===== config.mk =====
export PLATFORM = sky130hd
export DESIGN_NAME = xbar_return_arbiter_flat
export DESIGN_NICKNAME = d
export VERILOG_FILES = /design/src/rtl/xbar_pkg.sv /design/src/rtl/xbar_return_arbiter_if.sv /design/src/rtl/xbar_return_arbiter_rr_picker.sv /design/src/rtl/xbar_return_arbiter.sv /design/src/flat_wrapper.sv
export SDC_FILE = /design/constraint.sdc
export NUM_CORES = 1
export LEC_CHECK = 0
export CAP_MARGIN = 20
export CORE_AREA = 2 2 39 41
export CTS_BUF_LIST = sky130_fd_sc_hd__clkbuf_8
export CTS_CLUSTER_DIAMETER = 150
export DETAILED_ROUTE_END_ITERATION = 10
export DIE_AREA = 0 0 41 43
export HOLD_SLACK_MARGIN = 0.08
export PLACE_DENSITY_LB_ADDON = 0.05
export SLEW_MARGIN = 20
export SYNTH_ARGS = -nofsm -noshare
export SYNTH_HDL_FRONTEND = slang
export SYNTH_SLANG_ARGS = --single-unit

===== constraint.sdc =====
create_clock -name ACLK -period 1.54 [get_ports ACLK]
set_clock_uncertainty 0.2 [all_clocks]
set_input_delay 0.231 -clock ACLK [delete_from_list [all_inputs] [get_ports ACLK]]
set_output_delay 0.231 -clock ACLK [all_outputs]
set_load 0.05 [all_outputs]

===== src/rtl/xbar_pkg.sv =====
// rtl/xbar_pkg.sv - shared crossbar types, no-grant encoding and index width helpers
package xbar_pkg;

    typedef enum logic [0:0] {
        IDLE  = 1'b0,
        GRANT = 1'b1
    } return_arb_state_t;

    function automatic int idx_w(input int n);
        return (n > 1) ? $clog2(n) : 1;
    endfunction

    function automatic int grant_w(input int slaves);
        return $clog2(slaves) + 1;
    endfunction

    function automatic int no_grant(input int slaves);
        return slaves;
    endfunction

endpackage


===== src/rtl/xbar_return_arbiter_if.sv =====
// rtl/xbar_return_arbiter_if.sv - return-path arbiter request/grant bundle
interface xbar_return_arbiter_if
    import xbar_pkg::*;
#(
    parameter int masters = 2,
    parameter int slaves  = 2
);
    localparam int MW = idx_w(masters);
    localparam int GW = grant_w(slaves);

    logic          slave_fifo_empty  [0:slaves-1];
    logic [MW-1:0] slave_dest_master [0:slaves-1];
    logic          slave_front_last  [0:slaves-1];
    logic          master_fifo_full;
    logic [GW-1:0] grant_slave_number;
    logic          push_to_fifo;
    logic          grant_valid;

    modport slave (
        input  slave_fifo_empty, slave_dest_master, slave_front_last, master_fifo_full,
        output grant_slave_number, push_to_fifo, grant_valid
    );

    modport master (
        output slave_fifo_empty, slave_dest_master, slave_front_last, master_fifo_full,
        input  grant_slave_number, push_to_fifo, grant_valid
    );

endinterface


===== src/rtl/xbar_return_arbiter_rr_picker.sv =====
// rtl/xbar_return_arbiter_rr_picker.sv - first-set search over a request vector from a start index
module rr_picker #(
    parameter int N  = 2,
    parameter int SW = 1
) (
    input  logic [N-1:0]  req,
    input  logic [SW-1:0] start,
    output logic [SW-1:0] winner,
    output logic          hit
);
    logic [SW-1:0] idx;

    // Walk the ring from the far end back so the position nearest start wins.
    always_comb begin
        winner = '0;
        idx    = '0;
        for (int i = N - 1; i >= 0; i--) begin
            idx = start + SW'(i);
            if (req[idx]) begin
                winner = idx;
            end
        end
    end

    assign hit = |req;

endmodule


===== src/rtl/xbar_return_arbiter.sv =====
// rtl/xbar_return_arbiter.sv - per-master round-robin return arbiter for R/B channels
// Define XBAR_RETURN_BURST_LOCK_EN to hold the grant until the LAST beat is pushed.
module xbar_return_arbiter
    import xbar_pkg::*;
#(
    parameter int masters            = 2,
    parameter int slaves             = 2,
    parameter int i_am_master_number = 0
) (
    input  logic                 ACLK,
    input  logic                 ARESET,
    xbar_return_arbiter_if.slave bus
);
    localparam int SW = idx_w(slaves);
    localparam int GW = grant_w(slaves);
    localparam int MW = idx_w(masters);
    localparam logic [GW-1:0] NO_GRANT = GW'(no_grant(slaves));
    localparam logic [MW-1:0] MY_ID    = MW'(i_am_master_number);
    localparam logic [0:0]    ST_IDLE  = IDLE;
    localparam logic [0:0]    ST_GRANT = GRANT;
`ifdef XBAR_RETURN_BURST_LOCK_EN
    localparam logic LOCK_EN = 1'b1;
`else
    localparam logic LOCK_EN = 1'b0;
`endif

    logic [0:0]        state_q, state_d;
    logic [GW-1:0]     grant_q, grant_d;
    logic [SW-1:0]     rr_ptr_q, rr_ptr_d;
    logic              beat_seen_q, beat_seen_d;

    logic [slaves-1:0] req;
    logic [slaves-1:0] pick_req;
    logic [SW-1:0]     pick_start;
    logic [SW-1:0]     pick_idx;
    logic              pick_hit;
    logic [SW-1:0]     g_idx;
    logic              g_req;
    logic              g_last;
    logic              push;
    logic              release_grant;

    always_comb begin
        req = '0;
        for (int s = 0; s < slaves; s++) begin
            req[s] = ~bus.slave_fifo_empty[s] & (bus.slave_dest_master[s] == MY_ID);
        end
    end

    assign g_idx         = grant_q[SW-1:0];
    assign g_req         = (state_q == ST_GRANT) & req[g_idx];
    assign g_last        = bus.slave_front_last[g_idx];
    assign push          = g_req & ~bus.master_fifo_full;
    assign release_grant = push & (g_last | ~LOCK_EN);

    // One picker serves both the idle pick and the back-to-back handover,
    // which excludes the slave currently being released.
    always_comb begin
        pick_req   = req;
        pick_start = rr_ptr_q + SW'(1);
        if (state_q == ST_GRANT) begin
            pick_req[g_idx] = 1'b0;
            pick_start      = g_idx + SW'(1);
        end
    end

    rr_picker #(
        .N  (slaves),
        .SW (SW)
    ) u_picker (
        .req    (pick_req),
        .start  (pick_start),
        .winner (pick_idx),
        .hit    (pick_hit)
    );

    always_comb begin
        state_d     = state_q;
        grant_d     = grant_q;
        rr_ptr_d    = rr_ptr_q;
        beat_seen_d = beat_seen_q;
        case (state_q)
            ST_IDLE: begin
                grant_d = NO_GRANT;
                if (pick_hit) begin
                    state_d     = ST_GRANT;
                    grant_d     = {1'b0, pick_idx};
                    beat_seen_d = 1'b0;
                end
            end
            default: begin
                if (push) begin
                    beat_seen_d = 1'b1;
                end
                if (release_grant) begin
                    rr_ptr_d    = g_idx;
                    beat_seen_d = 1'b0;
                    if (pick_hit) begin
                        grant_d = {1'b0, pick_idx};
                    end else begin
                        state_d = ST_IDLE;
                        grant_d = NO_GRANT;
                    end
                end else if (!g_req && (!beat_seen_q || !LOCK_EN)) begin
                    // Front entry vanished or retargeted before any beat moved.
                    state_d     = ST_IDLE;
                    grant_d     = NO_GRANT;
                    beat_seen_d = 1'b0;
                end
            end
        endcase
    end

    always_ff @(posedge ACLK or posedge ARESET) begin
        if (ARESET) begin
            state_q     <= ST_IDLE;
            grant_q     <= NO_GRANT;
            rr_ptr_q    <= SW'(slaves - 1);
            beat_seen_q <= 1'b0;
        end else begin
            state_q     <= state_d;
            grant_q     <= grant_d;
            rr_ptr_q    <= rr_ptr_d;
            beat_seen_q <= beat_seen_d;
        end
    end

    assign bus.grant_slave_number = grant_q;
    assign bus.push_to_fifo       = push;
    assign bus.grant_valid        = (grant_q != NO_GRANT);

endmodule


===== src/flat_wrapper.sv =====
// flat-port wrapper written by rule: the top's interface ports become plain ports
module xbar_return_arbiter_flat import xbar_pkg::*;
#(
    parameter int masters            = 2,
    parameter int slaves             = 2,
    parameter int i_am_master_number = 0
)
  (ACLK, ARESET, bus_slave_fifo_empty, bus_slave_dest_master, bus_slave_front_last, bus_master_fifo_full, bus_grant_slave_number, bus_push_to_fifo, bus_grant_valid);
  xbar_return_arbiter_if #(.masters(masters), .slaves(slaves)) bus_i ();
  input  logic ACLK;
  input  logic ARESET;
  input wire logic [$bits(bus_i.slave_fifo_empty)-1:0] bus_slave_fifo_empty;
  input wire logic [$bits(bus_i.slave_dest_master)-1:0] bus_slave_dest_master;
  input wire logic [$bits(bus_i.slave_front_last)-1:0] bus_slave_front_last;
  input wire logic [$bits(bus_i.master_fifo_full)-1:0] bus_master_fifo_full;
  output wire logic [$bits(bus_i.grant_slave_number)-1:0] bus_grant_slave_number;
  output wire logic [$bits(bus_i.push_to_fifo)-1:0] bus_push_to_fifo;
  output wire logic [$bits(bus_i.grant_valid)-1:0] bus_grant_valid;
  assign bus_i.slave_fifo_empty = {>>{bus_slave_fifo_empty}};
  assign bus_i.slave_dest_master = {>>{bus_slave_dest_master}};
  assign bus_i.slave_front_last = {>>{bus_slave_front_last}};
  assign bus_i.master_fifo_full = bus_master_fifo_full;
  assign bus_grant_slave_number = bus_i.grant_slave_number;
  assign bus_push_to_fifo = bus_i.push_to_fifo;
  assign bus_grant_valid = bus_i.grant_valid;
  xbar_return_arbiter #(.masters(masters), .slaves(slaves), .i_am_master_number(i_am_master_number)) u_core (.ACLK(ACLK), .ARESET(ARESET), .bus(bus_i));
endmodule

==> results of run 1 <==
synthesized netlist by cell type:
| master | instances | area share, % |
|---|---|---|
| nand2b_1 | 1 | 2.7 |
| a31oi_1 | 1 | 2.7 |
| dfstp_2 | 2 | 22 |
| nand3_1 | 1 | 2.1 |
| nor4_2 | 1 | 5.3 |
| dfrtp_1 | 2 | 21 |
| o21ai_0 | 1 | 2.1 |
| o21bai_1 | 1 | 3.2 |
| o211ai_1 | 1 | 3.2 |
| o311a_1 | 1 | 4.3 |
| nor3_1 | 1 | 2.1 |
| nor4b_1 | 1 | 3.7 |
| inv_1 | 3 | 4.8 |
| a2111oi_1 | 1 | 4.3 |
| a21oi_1 | 2 | 4.3 |
| o31ai_1 | 1 | 3.2 |
| nand2_1 | 2 | 3.2 |
| nor2_1 | 3 | 4.8 |
what timing repair did:
| action | 4_1_cts | 5_1_grt |
|---|---|---|
| endpoints found under the hold margin | 2 | 0 |
| resized for setup | 10 | 1 |
| hold buffers | 1 | 0 |
| buffers inserted | 2 | 0 |
| pin swaps | 2 | 1 |
| endpoints found under the setup margin | 4 | 3 |
layer usage:
metal  wire length, um  up-vias  GRT usage [%]
met5                 0        -              0
met4                 0        0           8.00
met3                35        0           3.14
met2               336        7           13.4
met1               272      127           10.4
li1                  -      146              -
power by group:
group          leakage, nW  switching [mW]  internal [mW]
sequential          0.0451          0.0228          0.137
clock               0.0269          0.0506          0.170
combinational        0.161          0.0936          0.101
total                0.233           0.167          0.408
kinds of logic (layout without fill, tap and decap cells):
group	Yosys count	in the layout	share of synthesized area (%)
AOI/OAI and AO/OA	9	9	27.3
buffers and inverters	3	26	4.81
DFF	4	4	43.9
and+or+nand+nor	10	10	24.1
worst min-delay path by stage:
stage | start | to
2_1_floorplan | ARESET | u_core.state_q
3_3_place_gp | ARESET | u_core.state_q
3_5_place_dp | ARESET | u_core.state_q
4_1_cts | bus_slave_dest_master[0] | u_core.bus.grant_slave_number[0]
5_1_grt | bus_slave_fifo_empty[0] | u_core.bus.grant_slave_number[0]
6_report | bus_slave_fifo_empty[0] | u_core.bus.grant_slave_number[0]
state kept, by name, indices dropped and copies added, names as in the netlist:
signal	flops
u_core.bus.grant_slave_number	2
u_core.rr_ptr_q	1
u_core.state_q	1
final cells by class:
class / count / area (um2) / area share (%)
repair buffers: 19 / 204 / 37.9
multi-input cells: 19 / 154 / 28.6
flip-flops and latches: 4 / 104 / 19.3
clock buffers: 3 / 41.3 / 7.67
well taps: 16 / 20.0 / 3.72
inverters: 3 / 11.3 / 2.09
clock inverters: 1 / 3.75 / 0.698
per-stage QoR:
| step | setup TNS (ns) | utilization [%] |
|---|---|---|
| after global placement | -0.966 | 32.7 |
| after detailed placement | -1.06 | 32.7 |
| after global routing | -0.0432 | 38.9 |
| after CTS | 0 | 38.5 |
| after floorplan | -0.000403 | - |
| final | 0 | 38.9 |
==> summary.txt, run 1 <==
Power
  – Leakage: 0.233 nW
  – Pwr Total: 0.575 mW
  – Max VDD drop: between 0.0005 and 0.0006 V
  – Pwr dens: 1070 mW/mm2

STA
  – Post-layout min period: 1.52 ns
  – Slew @ Worst Pin: 0.336 ns
  – PnR worst setup slack: approximately 0.021 ns
  – Setup violations, final: 0
  – Final period utilization: 98.6%
  – Hold_ws: 0.153 ns
  – Slew Limit Fails: 0
  – RSZ-0062 raised after global routing: yes
  – Slew headroom: a little under 80%
  – Final Hold Vio Count: 0
  – Max Freq: approximately 660 MHz

Outcome
  – Outcome: completed

Floorplanning
  – Die footprint: approximately 0.0018 mm2
  – Die Wd: 41 um
  – Num ports: 13
  – Die Ht: around 43 um
  – Core area: ~0.0014 mm2
  – Initial core utilization: 16.9%
  – Row Count: 14

Worst setup path
  – Reg2Reg Setup Slack: 0.09 ns
  – Reg-to-reg endpoint: u_core.bus.grant_slave_number[1]
  – CP Launch Type: flip-flop
  – WS Path Type: flip-flop to output port
  – CP Data Arrival Time: about 1.1 ns
  – WP buf/inv: 1
  – Critical-path cell list: nor3_2, a21oi_2, nor2_4, buf_12
  – Start of the worst register-to-register path: u_core.bus.grant_slave_number[0]
  – Max stage delay on crit path: between 0.4 and 0.5 ns
  – Required time of the worst setup path: 1.11 ns
  – CP endpoint: bus_push_to_fifo
  – Cell family with most CP delay: flip-flops
  – CP startpoint: u_core.bus.grant_slave_number[0]
  – CP max-delay cell: dfrtp_2
  – CP endpoint kind: output port
  – R2r worst-path depth: 5
  – CP max FO: 4
  – Worst path depth: 4

Hold path
  – Hold Crit Class: input port to flip-flop
  – WHS Path Cells: 2

Finish
  – Final instance area: 538 um2
  – Commonest non-fill, non-tap cells in the layout: 8 x buf_4, 5 x dlygate4sd2_1, 4 x buf_12
  – Leading cell type in the layout, fill and taps excluded: buf_4
  – Area Growth Syn to Fin: 130%
  – Final nets: 59
  – Share of post-route cells with drive strength above 1: roughly 55%
  – # fillers: 155
  – Final std cells w/o fill: 65
  – Antenna diode count: 0

Routing
  – Post-DR vias/cell: 4.31
  – # DRC: 0
  – WL per Instance: a little under 10 um
  – Number of DRC markers in iteration 0: 2
  – Router iterations before antenna repair: 2
  – Antenna Nets Post-Route: 0
  – Routed vias: 280
  – Post-detailed-routing wire length: about 640 um

CTS
  – H-tree levels: 1
  – Worst-Skew Late Latency: around 0.21 ns
  – CTS sink cnt: 4
  – Clock buffer depth: 2
  – Clock slew at reported path FFs: 0.03 ns
  – CTS tree: built
  – Root Buffer: clkbuf_8
  – CTS buffer count: 3

Global routing
  – Global-route wire length before repair: 1080 um
  – Total track usage: 9.38%
  – Congestion Overflow GR: 0
  – Number of global-route vias before repair: 288
  – Largest net degree at the start of global routing: 6
  – Initial antenna violation count: 0

Logic synthesis
  – Syn nets: 35
  – Post-synthesis register bit count: 4
  – Number of distinct library cells after synthesis: 18
  – Syn Std Cell Area: 234 um2
  – Ys Warns: 0
  – Mean area per synthesized cell: 9.00 um2
  – Sequential area share after synthesis: 43.9%
  – Cell count after synthesis: 26

Place
  – Port bufs: 10
  – # placed instances: 58
  – DP HPWL: roughly 520 um
  – Setup WS pre-CTS: -0.305 ns
  – Gpl congestion: 0.666
  – Post-DP Area: 453 um2

Run
  – Max_cap viols: 0
Note: power is estimated with default switching activity, not from simulation.
==> inputs of run 2 (changes only) <==
--- a/config.mk
+++ b/config.mk
@@ -5,6 +5,7 @@
 export SDC_FILE = /design/constraint.sdc
 export NUM_CORES = 1
 export LEC_CHECK = 0
+export ABC_CLOCK_PERIOD_IN_PS = 1540
 export CAP_MARGIN = 20
 export CORE_AREA = 2 2 39 41
 export CTS_BUF_LIST = sky130_fd_sc_hd__clkbuf_8
@@ -12,7 +13,7 @@
 export DETAILED_ROUTE_END_ITERATION = 10
 export DIE_AREA = 0 0 41 43
 export HOLD_SLACK_MARGIN = 0.08
-export PLACE_DENSITY_LB_ADDON = 0.05
+export PLACE_DENSITY = 0.43
 export SLEW_MARGIN = 20
 export SYNTH_ARGS = -nofsm -noshare
 export SYNTH_HDL_FRONTEND = slang
==> run 2 against run 1 <==
Compared with the run above:
- first-iteration DRC count increased by 50%
- worst hold slack lost 0.0035 ns
- combinational power barely moved
- critical path type unchanged
- global-route usage fell by 0.10 points
- count of clock-buffer cells in the layout is the same
- utilization increased by 0.090 points
- highest routed layer is now met4
==> summary.txt, run 2 (same netlist as run 1, synthesis figures left out) <==
Global routing
  – Total track usage: 9.27% (-0.10 points)
  – Largest net degree at the start of global routing: 6 (unchanged)
  – Initial antenna violation count: 0 (unchanged)
  – Number of global-route vias before repair: 276 (-4.2%)
  – Global-route wire length before repair: 1060 um (-1.9%)
  – Congestion Overflow GR: 0 (unchanged)

STA
  – Slew Limit Fails: 0 (unchanged)
  – Setup violations, final: 0 (unchanged)
  – Slew @ Worst Pin: 0.376 ns (+0.0399 ns)
  – Post-layout min period: 1.52 ns (+0.000346 ns)
  – Final Hold Vio Count: 0 (unchanged)
  – RSZ-0062 raised after global routing: yes
  – Max Freq: 658 MHz (about the same)
  – Hold_ws: 0.149 ns (-0.00348 ns)
  – Final period utilization: 98.6% (about the same)
  – Slew headroom: 74.6% (-2.7 points)
  – PnR worst setup slack: 0.0211 ns (-0.000346 ns)

Floorplanning
  – Core area: 0.00138 mm2 (unchanged)
  – Row Count: 14 (unchanged)
  – Num ports: 13 (unchanged)
  – Initial core utilization: 16.9% (unchanged)
  – Die Wd: 41 um (unchanged)
  – Die footprint: 0.00176 mm2 (unchanged)
  – Die Ht: 43 um (unchanged)

Worst setup path
  – Max stage delay on crit path: 0.42 ns (about the same)
  – CP Launch Type: flip-flop
  – Critical-path cell list: nor3_2, a21oi_2, nor2_4, buf_12
  – CP Data Arrival Time: 1.09 ns (about the same)
  – WS Path Type: flip-flop to output port
  – CP endpoint kind: output port
  – Required time of the worst setup path: 1.11 ns (about the same)
  – CP max FO: 3 (-1)
  – CP max-delay cell: dfrtp_2

Place
  – Setup WS pre-CTS: -0.265 ns (+0.0396 ns)
  – DP HPWL: 482 um (-7.1%)
  – # placed instances: 57 (-1.7%)
  – Gpl congestion: 0.647 (-3.0%)
  – Port bufs: 10 (unchanged)

Routing
  – Router iterations before antenna repair: 4 (+2)
  – Antenna Nets Post-Route: 0 (unchanged)
  – Number of DRC markers in iteration 0: 3 (+1)
  – Post-detailed-routing wire length: 676 um (+5.1%)
  – Post-DR vias/cell: 4.39 (+1.9%)
  – Routed vias: 281 (+0.36%)
  – # DRC: 0 (unchanged)
  – WL per Instance: 10.6 um (+6.8%)

Outcome
  – Outcome: completed

Finish
  – Commonest non-fill, non-tap cells in the layout: 7 x buf_4, 5 x dlygate4sd2_1, 4 x buf_12
  – Area Growth Syn to Fin: 130%
  – Share of post-route cells with drive strength above 1: 54.2% (-0.94 points)
  – # fillers: 136 (-12%)
  – Final nets: 58 (-1.7%)
  – Antenna diode count: 0 (unchanged)
  – Final std cells w/o fill: 64 (-1.5%)
  – Post-Route Utilization: 39.0% (+0.090 points)
  – Max reg flops: 2 (unchanged)
  – Leading cell type in the layout, fill and taps excluded: buf_4

CTS
  – Root Buffer: clkbuf_8
  – Worst-Skew Late Latency: 0.22 ns (about the same)
  – Clock slew at reported path FFs: 0.03 ns (about the same)
  – CTS buffer count: 3 (unchanged)
  – CTS tree: built
  – H-tree levels: 1 (unchanged)
  – Clock buffer depth: 2 (unchanged)
  – CTS sink cnt: 4 (unchanged)

Hold path
  – Hold Crit Class: input port to flip-flop

Power
  – Pwr Total: 0.579 mW (+0.63%)
  – Pwr dens: 1070 mW/mm2 (+0.40%)
  – Max VDD drop: 0.000549 V (+3.4%)
  – Leakage: 0.229 nW (-1.8%)

Run
  – Max_cap viols: 0 (unchanged)
## run 2: changes by cell type in the layout (fill, tap and decap cells not counted)
cell / previous run / this run
nor4_2: 1 / 0
buf_4: 8 / 7
nor4_4: 0 / 1
## run 2: area by class of cell
cell class | count | area, um2 | area share [%]
Multi-Input combinational cell | 19 | 163 | 30.2
Inverter | 3 | 11.3 | 2.09
Sequential cell | 4 | 104 | 19.3
Tap cell | 16 | 20.0 | 3.71
Clock buffer | 3 | 41.3 | 7.66
Timing Repair Buffer | 18 | 196 | 36.4
Clock inverter | 1 | 3.75 | 0.696
## run 2: where the power goes
part	total (mW)	leakage [nW]	internal (mW)	switching, mW
registers	0.161	0.0451	0.137	0.0235
clock network	0.222	0.0269	0.170	0.0525
logic	0.196	0.157	0.0994	0.0961
total	0.579	0.229	0.407	0.172
## run 2: path summary, 6_finish.rpt
check	start	to	slack, ns	cells after the start
setup / recovery	u_core.bus.grant_slave_number[0]	bus_push_to_fifo	0.02	4
hold / removal	bus_slave_fifo_empty[0]	u_core.bus.grant_slave_number[0]	0.15	2
setup reg to reg	u_core.bus.grant_slave_number[0]	u_core.bus.grant_slave_number[1]	0.09	5
hold reg to reg	u_core.rr_ptr_q	u_core.rr_ptr_q	0.32	2
max in group asynchronous	ARESET	u_core.bus.grant_slave_number[1]	0.37	3
min in group asynchronous	ARESET	u_core.bus.grant_slave_number[0]	0.54	3
## run 2: routing by layer
| metal | track usage, % | wire [um] |
|---|---|---|
| met4 | 10.0 | 8 |
| met5 | 0 | 0 |
| met2 | 13.4 | 362 |
| met1 | 10.1 | 254 |
| met3 | 1.57 | 50 |
## run 2: stage by stage
stage,cell area [um2],TNS [ns]
finish,539,0
global route,539,-0.0271
CTS,531,0
detailed placement,445,-0.878
global placement,445,-0.800
floorplan,248,-0.000403
## run 2: worst max-delay path, delay by kind of cell (launching register included)
family | cells | cell delay (ns)
DFF | 1 | 0.42
and+or+nand+nor | 2 | 0.24
buffers and inverters | 1 | 0.14
AOI/OAI and AO/OA | 1 | 0.07
## run 2: timing repair
| action | in CTS | in global routing |
|---|---|---|
| pin swaps | 2 | 1 |
| hold buffers | 1 | 0 |
| buffers inserted | 2 | 0 |
| setup endpoints to repair | 2 | 3 |
| hold endpoints to repair | 2 | 0 |
| resized for setup | 11 | 1 |
